--- src/rtl/vga_pkg.sv ---
// Shared timing constants, colour type and the cell address helper for the VGA scan-out path.
package vga_pkg;

  localparam int COLOUR_W = 3;
  localparam int ADDR_W   = 15;

  localparam int H_VIS  = 640;
  localparam int H_FP   = 16;
  localparam int H_SYNC = 96;
  localparam int H_BP   = 48;
  localparam int H_TOTAL = H_VIS + H_FP + H_SYNC + H_BP;

  localparam int V_VIS  = 480;
  localparam int V_FP   = 10;
  localparam int V_SYNC = 2;
  localparam int V_BP   = 33;
  localparam int V_TOTAL = V_VIS + V_FP + V_SYNC + V_BP;

  localparam int LOG_W = 160;
  localparam int LOG_H = 120;

  typedef logic [COLOUR_W-1:0] colour_t;

  // y*160 + x built from shifts so no multiplier is inferred.
  function automatic logic [ADDR_W-1:0] cell_addr(input logic [7:0] x, input logic [6:0] y);
    cell_addr = (ADDR_W'(y) << 7) + (ADDR_W'(y) << 5) + ADDR_W'(x);
  endfunction

endpackage

--- src/rtl/vga_scanout_if.sv ---
// Framebuffer read port plus the DE2 VGA DAC pins and the frame strobe.
interface vga_scanout_if;
  import vga_pkg::*;

  logic [ADDR_W-1:0] rd_addr;
  colour_t           rd_data;
  logic [7:0]        vga_r;
  logic [7:0]        vga_g;
  logic [7:0]        vga_b;
  logic              vga_hs;
  logic              vga_vs;
  logic              vga_blank_n;
  logic              vga_sync_n;
  logic              vga_clk;
  logic              frame_start;

  modport master (
    output rd_addr,
    input  rd_data,
    output vga_r, vga_g, vga_b, vga_hs, vga_vs, vga_blank_n, vga_sync_n, vga_clk,
    output frame_start
  );

  modport slave (
    input  rd_addr,
    output rd_data,
    input  vga_r, vga_g, vga_b, vga_hs, vga_vs, vga_blank_n, vga_sync_n, vga_clk,
    input  frame_start
  );

endinterface

--- src/rtl/vga_timing.sv ---
// Pixel-enable divider, h/v raster counters and the combinational sync/visible decode.
module vga_timing
  import vga_pkg::*;
#(
  parameter int P_H_VIS  = H_VIS,
  parameter int P_H_FP   = H_FP,
  parameter int P_H_SYNC = H_SYNC,
  parameter int P_H_BP   = H_BP,
  parameter int P_V_VIS  = V_VIS,
  parameter int P_V_FP   = V_FP,
  parameter int P_V_SYNC = V_SYNC,
  parameter int P_V_BP   = V_BP
) (
  input  logic       clk,
  input  logic       reset,
  output logic       o_pix_en,
  output logic [7:0] o_x,
  output logic [6:0] o_y,
  output logic       o_vis,
  output logic       o_hs,
  output logic       o_vs,
  output logic       o_frame_pt
);

  localparam logic [9:0] H_LAST   = 10'(P_H_VIS + P_H_FP + P_H_SYNC + P_H_BP - 1);
  localparam logic [9:0] H_VISL   = 10'(P_H_VIS);
  localparam logic [9:0] HS_START = 10'(P_H_VIS + P_H_FP);
  localparam logic [9:0] HS_END   = 10'(P_H_VIS + P_H_FP + P_H_SYNC);
  localparam logic [9:0] V_LAST   = 10'(P_V_VIS + P_V_FP + P_V_SYNC + P_V_BP - 1);
  localparam logic [9:0] V_VISL   = 10'(P_V_VIS);
  localparam logic [9:0] VS_START = 10'(P_V_VIS + P_V_FP);
  localparam logic [9:0] VS_END   = 10'(P_V_VIS + P_V_FP + P_V_SYNC);

  logic       r_pix_en;
  logic [9:0] r_h_cnt;
  logic [9:0] r_v_cnt;

  always_ff @(posedge clk or posedge reset) begin
    if (reset) begin
      r_pix_en <= 1'b0;
      r_h_cnt  <= '0;
      r_v_cnt  <= '0;
    end else begin
      r_pix_en <= ~r_pix_en;
      if (r_pix_en) begin
        if (r_h_cnt == H_LAST) begin
          r_h_cnt <= '0;
          r_v_cnt <= (r_v_cnt == V_LAST) ? 10'd0 : r_v_cnt + 10'd1;
        end else begin
          r_h_cnt <= r_h_cnt + 10'd1;
        end
      end
    end
  end

  // Each logical cell covers 4x4 pixels, so the low two counter bits are dropped.
  assign o_pix_en   = r_pix_en;
  assign o_x        = r_h_cnt[9:2];
  assign o_y        = r_v_cnt[8:2];
  assign o_vis      = (r_h_cnt < H_VISL) && (r_v_cnt < V_VISL);
  assign o_hs       = !((r_h_cnt >= HS_START) && (r_h_cnt < HS_END));
  assign o_vs       = !((r_v_cnt >= VS_START) && (r_v_cnt < VS_END));
  assign o_frame_pt = (r_h_cnt == 10'd0) && (r_v_cnt == V_VISL);

endmodule

--- src/rtl/vga_scanout.sv ---
// Reads the 160x120 framebuffer and drives the VGA DAC through a two-tick pipeline.
module vga_scanout
  import vga_pkg::*;
#(
  parameter int H_VIS  = vga_pkg::H_VIS,
  parameter int H_FP   = vga_pkg::H_FP,
  parameter int H_SYNC = vga_pkg::H_SYNC,
  parameter int H_BP   = vga_pkg::H_BP,
  parameter int V_VIS  = vga_pkg::V_VIS,
  parameter int V_FP   = vga_pkg::V_FP,
  parameter int V_SYNC = vga_pkg::V_SYNC,
  parameter int V_BP   = vga_pkg::V_BP
) (
  input  logic          clk,
  input  logic          reset,
  vga_scanout_if.master bus
);

  logic       w_pix_en;
  logic [7:0] w_x;
  logic [6:0] w_y;
  logic       w_vis;
  logic       w_hs;
  logic       w_vs;
  logic       w_frame_pt;

  vga_timing #(
    .P_H_VIS(H_VIS), .P_H_FP(H_FP), .P_H_SYNC(H_SYNC), .P_H_BP(H_BP),
    .P_V_VIS(V_VIS), .P_V_FP(V_FP), .P_V_SYNC(V_SYNC), .P_V_BP(V_BP)
  ) u_timing (
    .clk       (clk),
    .reset     (reset),
    .o_pix_en  (w_pix_en),
    .o_x       (w_x),
    .o_y       (w_y),
    .o_vis     (w_vis),
    .o_hs      (w_hs),
    .o_vs      (w_vs),
    .o_frame_pt(w_frame_pt)
  );

  logic [ADDR_W-1:0] r_rd_addr;
  logic              r_vis1;
  logic              r_hs1;
  logic              r_vs1;
  logic [2:0][7:0]   r_dac;
  logic              r_hs;
  logic              r_vs;
  logic              r_blank_n;
  logic              r_frame_start;
  logic [2:0][7:0]   w_dac;
  colour_t           w_colour;

  assign w_colour = bus.rd_data;

  // Channel order matches the framebuffer word {r,g,b}; blanking forces black.
  generate
    for (genvar gi = 0; gi < COLOUR_W; gi++) begin : g_chan
      assign w_dac[gi] = {8{w_colour[gi] & r_vis1}};
    end
  endgenerate

  always_ff @(posedge clk or posedge reset) begin
    if (reset) begin
      r_rd_addr     <= '0;
      r_vis1        <= 1'b0;
      r_hs1         <= 1'b1;
      r_vs1         <= 1'b1;
      r_dac         <= '0;
      r_hs          <= 1'b1;
      r_vs          <= 1'b1;
      r_blank_n     <= 1'b0;
      r_frame_start <= 1'b0;
    end else begin
      r_frame_start <= w_pix_en & w_frame_pt;
      if (w_pix_en) begin
        // Holding the address in blanking keeps it inside the 19200-cell buffer.
        if (w_vis) begin
          r_rd_addr <= cell_addr(w_x, w_y);
        end
        r_vis1    <= w_vis;
        r_hs1     <= w_hs;
        r_vs1     <= w_vs;
        r_dac     <= w_dac;
        r_hs      <= r_hs1;
        r_vs      <= r_vs1;
        r_blank_n <= r_vis1;
      end
    end
  end

  assign bus.rd_addr     = r_rd_addr;
  assign bus.vga_r       = r_dac[2];
  assign bus.vga_g       = r_dac[1];
  assign bus.vga_b       = r_dac[0];
  assign bus.vga_hs      = r_hs;
  assign bus.vga_vs      = r_vs;
  assign bus.vga_blank_n = r_blank_n;
  assign bus.vga_sync_n  = 1'b0;
  assign bus.vga_clk     = w_pix_en;
  assign bus.frame_start = r_frame_start;

endmodule

--- src/flat_wrapper.sv ---
// flat-port wrapper written by rule: the top's interface ports become plain ports
module vga_scanout_flat import vga_pkg::*;
#(
  parameter int H_VIS  = vga_pkg::H_VIS,
  parameter int H_FP   = vga_pkg::H_FP,
  parameter int H_SYNC = vga_pkg::H_SYNC,
  parameter int H_BP   = vga_pkg::H_BP,
  parameter int V_VIS  = vga_pkg::V_VIS,
  parameter int V_FP   = vga_pkg::V_FP,
  parameter int V_SYNC = vga_pkg::V_SYNC,
  parameter int V_BP   = vga_pkg::V_BP
)
  (clk, reset, bus_rd_addr, bus_rd_data, bus_vga_r, bus_vga_g, bus_vga_b, bus_vga_hs, bus_vga_vs, bus_vga_blank_n, bus_vga_sync_n, bus_vga_clk, bus_frame_start);
  vga_scanout_if bus_i ();
  input  logic clk;
  input  logic reset;
  output wire logic [$bits(bus_i.rd_addr)-1:0] bus_rd_addr;
  input wire logic [$bits(bus_i.rd_data)-1:0] bus_rd_data;
  output wire logic [$bits(bus_i.vga_r)-1:0] bus_vga_r;
  output wire logic [$bits(bus_i.vga_g)-1:0] bus_vga_g;
  output wire logic [$bits(bus_i.vga_b)-1:0] bus_vga_b;
  output wire logic [$bits(bus_i.vga_hs)-1:0] bus_vga_hs;
  output wire logic [$bits(bus_i.vga_vs)-1:0] bus_vga_vs;
  output wire logic [$bits(bus_i.vga_blank_n)-1:0] bus_vga_blank_n;
  output wire logic [$bits(bus_i.vga_sync_n)-1:0] bus_vga_sync_n;
  output wire logic [$bits(bus_i.vga_clk)-1:0] bus_vga_clk;
  output wire logic [$bits(bus_i.frame_start)-1:0] bus_frame_start;
  assign bus_rd_addr = bus_i.rd_addr;
  assign bus_i.rd_data = bus_rd_data;
  assign bus_vga_r = bus_i.vga_r;
  assign bus_vga_g = bus_i.vga_g;
  assign bus_vga_b = bus_i.vga_b;
  assign bus_vga_hs = bus_i.vga_hs;
  assign bus_vga_vs = bus_i.vga_vs;
  assign bus_vga_blank_n = bus_i.vga_blank_n;
  assign bus_vga_sync_n = bus_i.vga_sync_n;
  assign bus_vga_clk = bus_i.vga_clk;
  assign bus_frame_start = bus_i.frame_start;
  vga_scanout #(.H_VIS(H_VIS), .H_FP(H_FP), .H_SYNC(H_SYNC), .H_BP(H_BP), .V_VIS(V_VIS), .V_FP(V_FP), .V_SYNC(V_SYNC), .V_BP(V_BP)) u_core (.clk(clk), .reset(reset), .bus(bus_i));
endmodule
--- config.mk ---
export PLATFORM = sky130hd
export DESIGN_NAME = vga_scanout_flat
export DESIGN_NICKNAME = d
export VERILOG_FILES = /design/src/rtl/vga_pkg.sv /design/src/rtl/vga_scanout_if.sv /design/src/rtl/vga_timing.sv /design/src/rtl/vga_scanout.sv /design/src/flat_wrapper.sv
export SDC_FILE = /design/constraint.sdc
export NUM_CORES = 1
export LEC_CHECK = 0
export CAP_MARGIN = 20
export CORE_MARGIN = 3
export CORE_UTILIZATION = 35
export CTS_CLUSTER_SIZE = 28
export DETAILED_ROUTE_END_ITERATION = 8
export PLACE_DENSITY_LB_ADDON = 0.25
export SLEW_MARGIN = 5
export SYNTH_ARGS = -nofsm -noshare
export SYNTH_HDL_FRONTEND = slang
export SYNTH_SLANG_ARGS = --single-unit
export TNS_END_PERCENT = 100
--- constraint.sdc ---
create_clock -name clk -period 2.8 [get_ports clk]
set_input_delay 0.56 -clock clk [delete_from_list [all_inputs] [get_ports clk]]
set_output_delay 0.56 -clock clk [all_outputs]
set_load 0.02 [all_outputs]
==> impl_metrics.env <==
export IMPL_syn_area_per_cell_um2=10.3
export IMPL_synth_seq_cells=46
export IMPL_yosysWarnings=0
export IMPL_rsz0062_at_grt="no"
export IMPL_fin_crit_ns=2.54
export IMPL_fp_dieH_um=93.8
export IMPL_die_area_um2=8790
export IMPL_wl_per_cell_um=13.5
export IMPL_netlist_area_um2=2700
export IMPL_worstSkewPairLatency_ns=0.30
export IMPL_crit_arrival_ns=2.74
export IMPL_ff_latch_area_um2=1160
export IMPL_vdd_drop_max_uv=191
export IMPL_finalMaxSlewViolations=0
export IMPL_skew_ns=0.00448
export IMPL_drc=0
export IMPL_max_cap_violations=0
export IMPL_async_reset_ff_frac=1.00
export IMPL_core_area_um2=7370
export IMPL_nets=316
export IMPL_tns_ns=0
export IMPL_ios=50
export IMPL_setup_violations=0
export IMPL_num_rows=31
export IMPL_path_delay_family="adder cells"
export IMPL_grt_pass1_vias=1731
export IMPL_clkPwrFrac=0.400
export IMPL_cp_start_kind="flip-flop"
export IMPL_io_buffers=48
export IMPL_cts_sinks=46
export IMPL_max_slew_margin=0.649
export IMPL_antenna_left=0
export IMPL_ys_types=47
export IMPL_cts_hold_buffers=0
export IMPL_start_util=0.366
export IMPL_fmax_ghz=0.393
export IMPL_min_path_type="flip-flop to flip-flop"
export IMPL_worstPathCellList="inv_1, fa_1, inv_1, fa_1, a211oi_1, o21ai_0, and3_1, o31a_1"
export IMPL_fin_util=0.442
export IMPL_via_per_inst=4.97
export IMPL_drt_pass1_iterations=4
export IMPL_dp_hpwl_um=3910
export IMPL_synth_ff_type="dfrtp_1"
export IMPL_worst_pin_slew_ns=0.525
export IMPL_power_switching_uw=284
export IMPL_place_congestion=0.867
export IMPL_yosysSeqAreaShare=0.429
export IMPL_cts_buffers=5
export IMPL_grt_ovfl_total=0
export IMPL_n_antenna_cell=0
export IMPL_crit_path_end_kind="flip-flop"
export IMPL_crit_type="flip-flop to flip-flop"
export IMPL_layout_drive_gt1_share=0.123
export IMPL_crit_buf_inv=2
export IMPL_layout_commonest_cell="clkdlybuf4s50_1"
export IMPL_seq_power_share=0.534
export IMPL_antenna_found_initial=0
export IMPL_netlist_instances=262
export IMPL_ctsRootBufferMaster="clkbuf_8"
export IMPL_slowest_delay_ns=0.51
export IMPL_p_int_uw=972
export IMPL_leakage_nw=1.51
export IMPL_drtIter0Drc=60
export IMPL_worst_ep_required_time_ns=2.99
export IMPL_p_per_area_nw_per_um2=385
export IMPL_clkSlewWorstSetupHoldPaths_ns=0.08
export IMPL_final_cell_mix="clkdlybuf4s50_1, dfrtp_1, o21ai_0"
export IMPL_cts_path_max_buffers=2
export IMPL_drt_total_wl_um=5280
export IMPL_cp_slowest_cell="fa_1"
export IMPL_htreeDepth=2
export IMPL_synth_edff_count=0
export IMPL_grt_use_total=0.130
export IMPL_vias=1949
export IMPL_grt_pass1_wl_um=9000
export IMPL_cts_resized=0
export IMPL_hold_viol=0
export IMPL_crit_fanout=6
export IMPL_multiInputGateArea_um2=1270
export IMPL_outcome="finished, final reports clean"
export IMPL_grt_max_degree=26
export IMPL_period_share=0.909
export IMPL_die_width_um=93.8
export IMPL_area_delta_synth_final_pct=20.9
export IMPL_fillCellCount=714
export IMPL_power_frac_comb=0.066
export IMPL_cts_tree="yes"
export IMPL_postCtsSetupBuffers=0
export IMPL_synth_nets=286
export IMPL_switching_share=0.226
==> through the flow <==
step | hold slack [ns] | power (mW) | worst slack [ns] | cell area [µm²] | std cells
floorplan | 0.441 | 0.743 | 0.344 | 2700 | 262
global placement | 0.462 | 0.768 | 0.318 | 3150 | 384
detailed placement | 0.466 | 0.769 | 0.274 | 3150 | 384
CTS | 0.486 | 1.28 | 0.254 | 3260 | 392
global route | 0.507 | 1.31 | 0.0692 | 3260 | 392
finish | 0.479 | 1.26 | 0.256 | 3260 | 392
==> synthesized netlist by cell type (4+ instances only) <==
library cell / n / area share
dfrtp_1: 42 / 0.39
buf_4: 23 / 0.064
o21ai_0: 21 / 0.039
inv_1: 18 / 0.025
ha_1: 17 / 0.079
nand3_1: 13 / 0.024
nand2_1: 12 / 0.017
nor2_1: 11 / 0.015
xnor2_1: 11 / 0.036
mux2_2: 10 / 0.042
and3_1: 6 / 0.014
nand4_1: 6 / 0.014
a21oi_1: 5 / 0.0093
nor3_1: 5 / 0.0093
buf_2: 4 / 0.0074
dfstp_2: 4 / 0.039
o31ai_1: 4 / 0.011
==> path summary, 6_finish.rpt <==
kind,startpoint,to,slack [ns],cells after the start
max reg2reg,u_core.u_timing.r_v_cnt[2]$_DFFE_PP0P_,u_core.bus.rd_addr[14]$_DFFE_PP0P_,0.26,8
min reg2reg,u_core.bus.rd_addr[11]$_DFFE_PP0P_,u_core.bus.rd_addr[11]$_DFFE_PP0P_,0.48,2
min in group asynchronous,reset,u_core.bus.frame_start$_DFF_PP0_,0.61,2
max in group asynchronous,reset,u_core.r_vs1$_DFFE_PP1P_,1.61,3
max,u_core.u_timing.r_v_cnt[2]$_DFFE_PP0P_,u_core.bus.rd_addr[14]$_DFFE_PP0P_,0.26,8
min,u_core.bus.rd_addr[11]$_DFFE_PP0P_,u_core.bus.rd_addr[11]$_DFFE_PP0P_,0.48,2
==> registers in the layout (all words and copies together) (netlist names) <==
| name | cells |
|---|---|
| u_core.u_timing.o_pix_en | 1 |
| u_core.bus.vga_hs | 1 |
| u_core.r_hs1 | 1 |
| u_core.bus.vga_g | 1 |
| u_core.bus.vga_blank_n | 1 |
| u_core.u_timing.r_h_cnt | 10 |
| u_core.bus.frame_start | 1 |
| u_core.bus.rd_addr | 15 |
| u_core.r_vis1 | 1 |
| u_core.u_timing.r_v_cnt | 10 |
| u_core.bus.vga_vs | 1 |
| u_core.bus.vga_r | 1 |
| u_core.r_vs1 | 1 |
| u_core.bus.vga_b | 1 |
==> tightest hold or removal path: stages (launching register included) <==
cell     delay, ns
dfrtp_1       0.35
nand2_1       0.05
o31ai_1       0.05
==> power by group through the flow <==
stage | registers (mW) | logic, mW | clock network, mW
after floorplan | 0.686 | 0.0573 | 0
after global placement | 0.683 | 0.0851 | 0
after detailed placement | 0.684 | 0.0852 | 0
after CTS | 0.671 | 0.0854 | 0.521
after global routing | 0.672 | 0.0901 | 0.552
final | 0.670 | 0.0834 | 0.502
==> kinds of logic after synthesis <==
kind of cell,count (synthesis),share of synthesized area
and+or+nand+nor,78,0.181
buffers and inverters,48,0.101
DFF,46,0.429
AOI/OAI and AO/OA,45,0.104
adders and majority gates,19,0.0937
xor gates and xnor gates,14,0.0455
muxes,11,0.0455
other,1,0.00139
==> routing by layer <==
metal	GRT usage	vias to the layer above	wire, µm
met1	0.189	929	2610
met5	0	-	0
met4	0.0650	0	144
li1	-	957	-
met2	0.178	54	2270
met3	0.0296	9	258
==> area by class of cell <==
cell class / count / share of cell area
clock buffers: 5 / 0.0211
clock inverters: 3 / 0.0134
inverters: 18 / 0.0207
multi-input cells: 168 / 0.389
flip-flops and latches: 46 / 0.355
well taps: 99 / 0.0380
repair buffers: 53 / 0.163
Power figures use the tool's default switching activity.
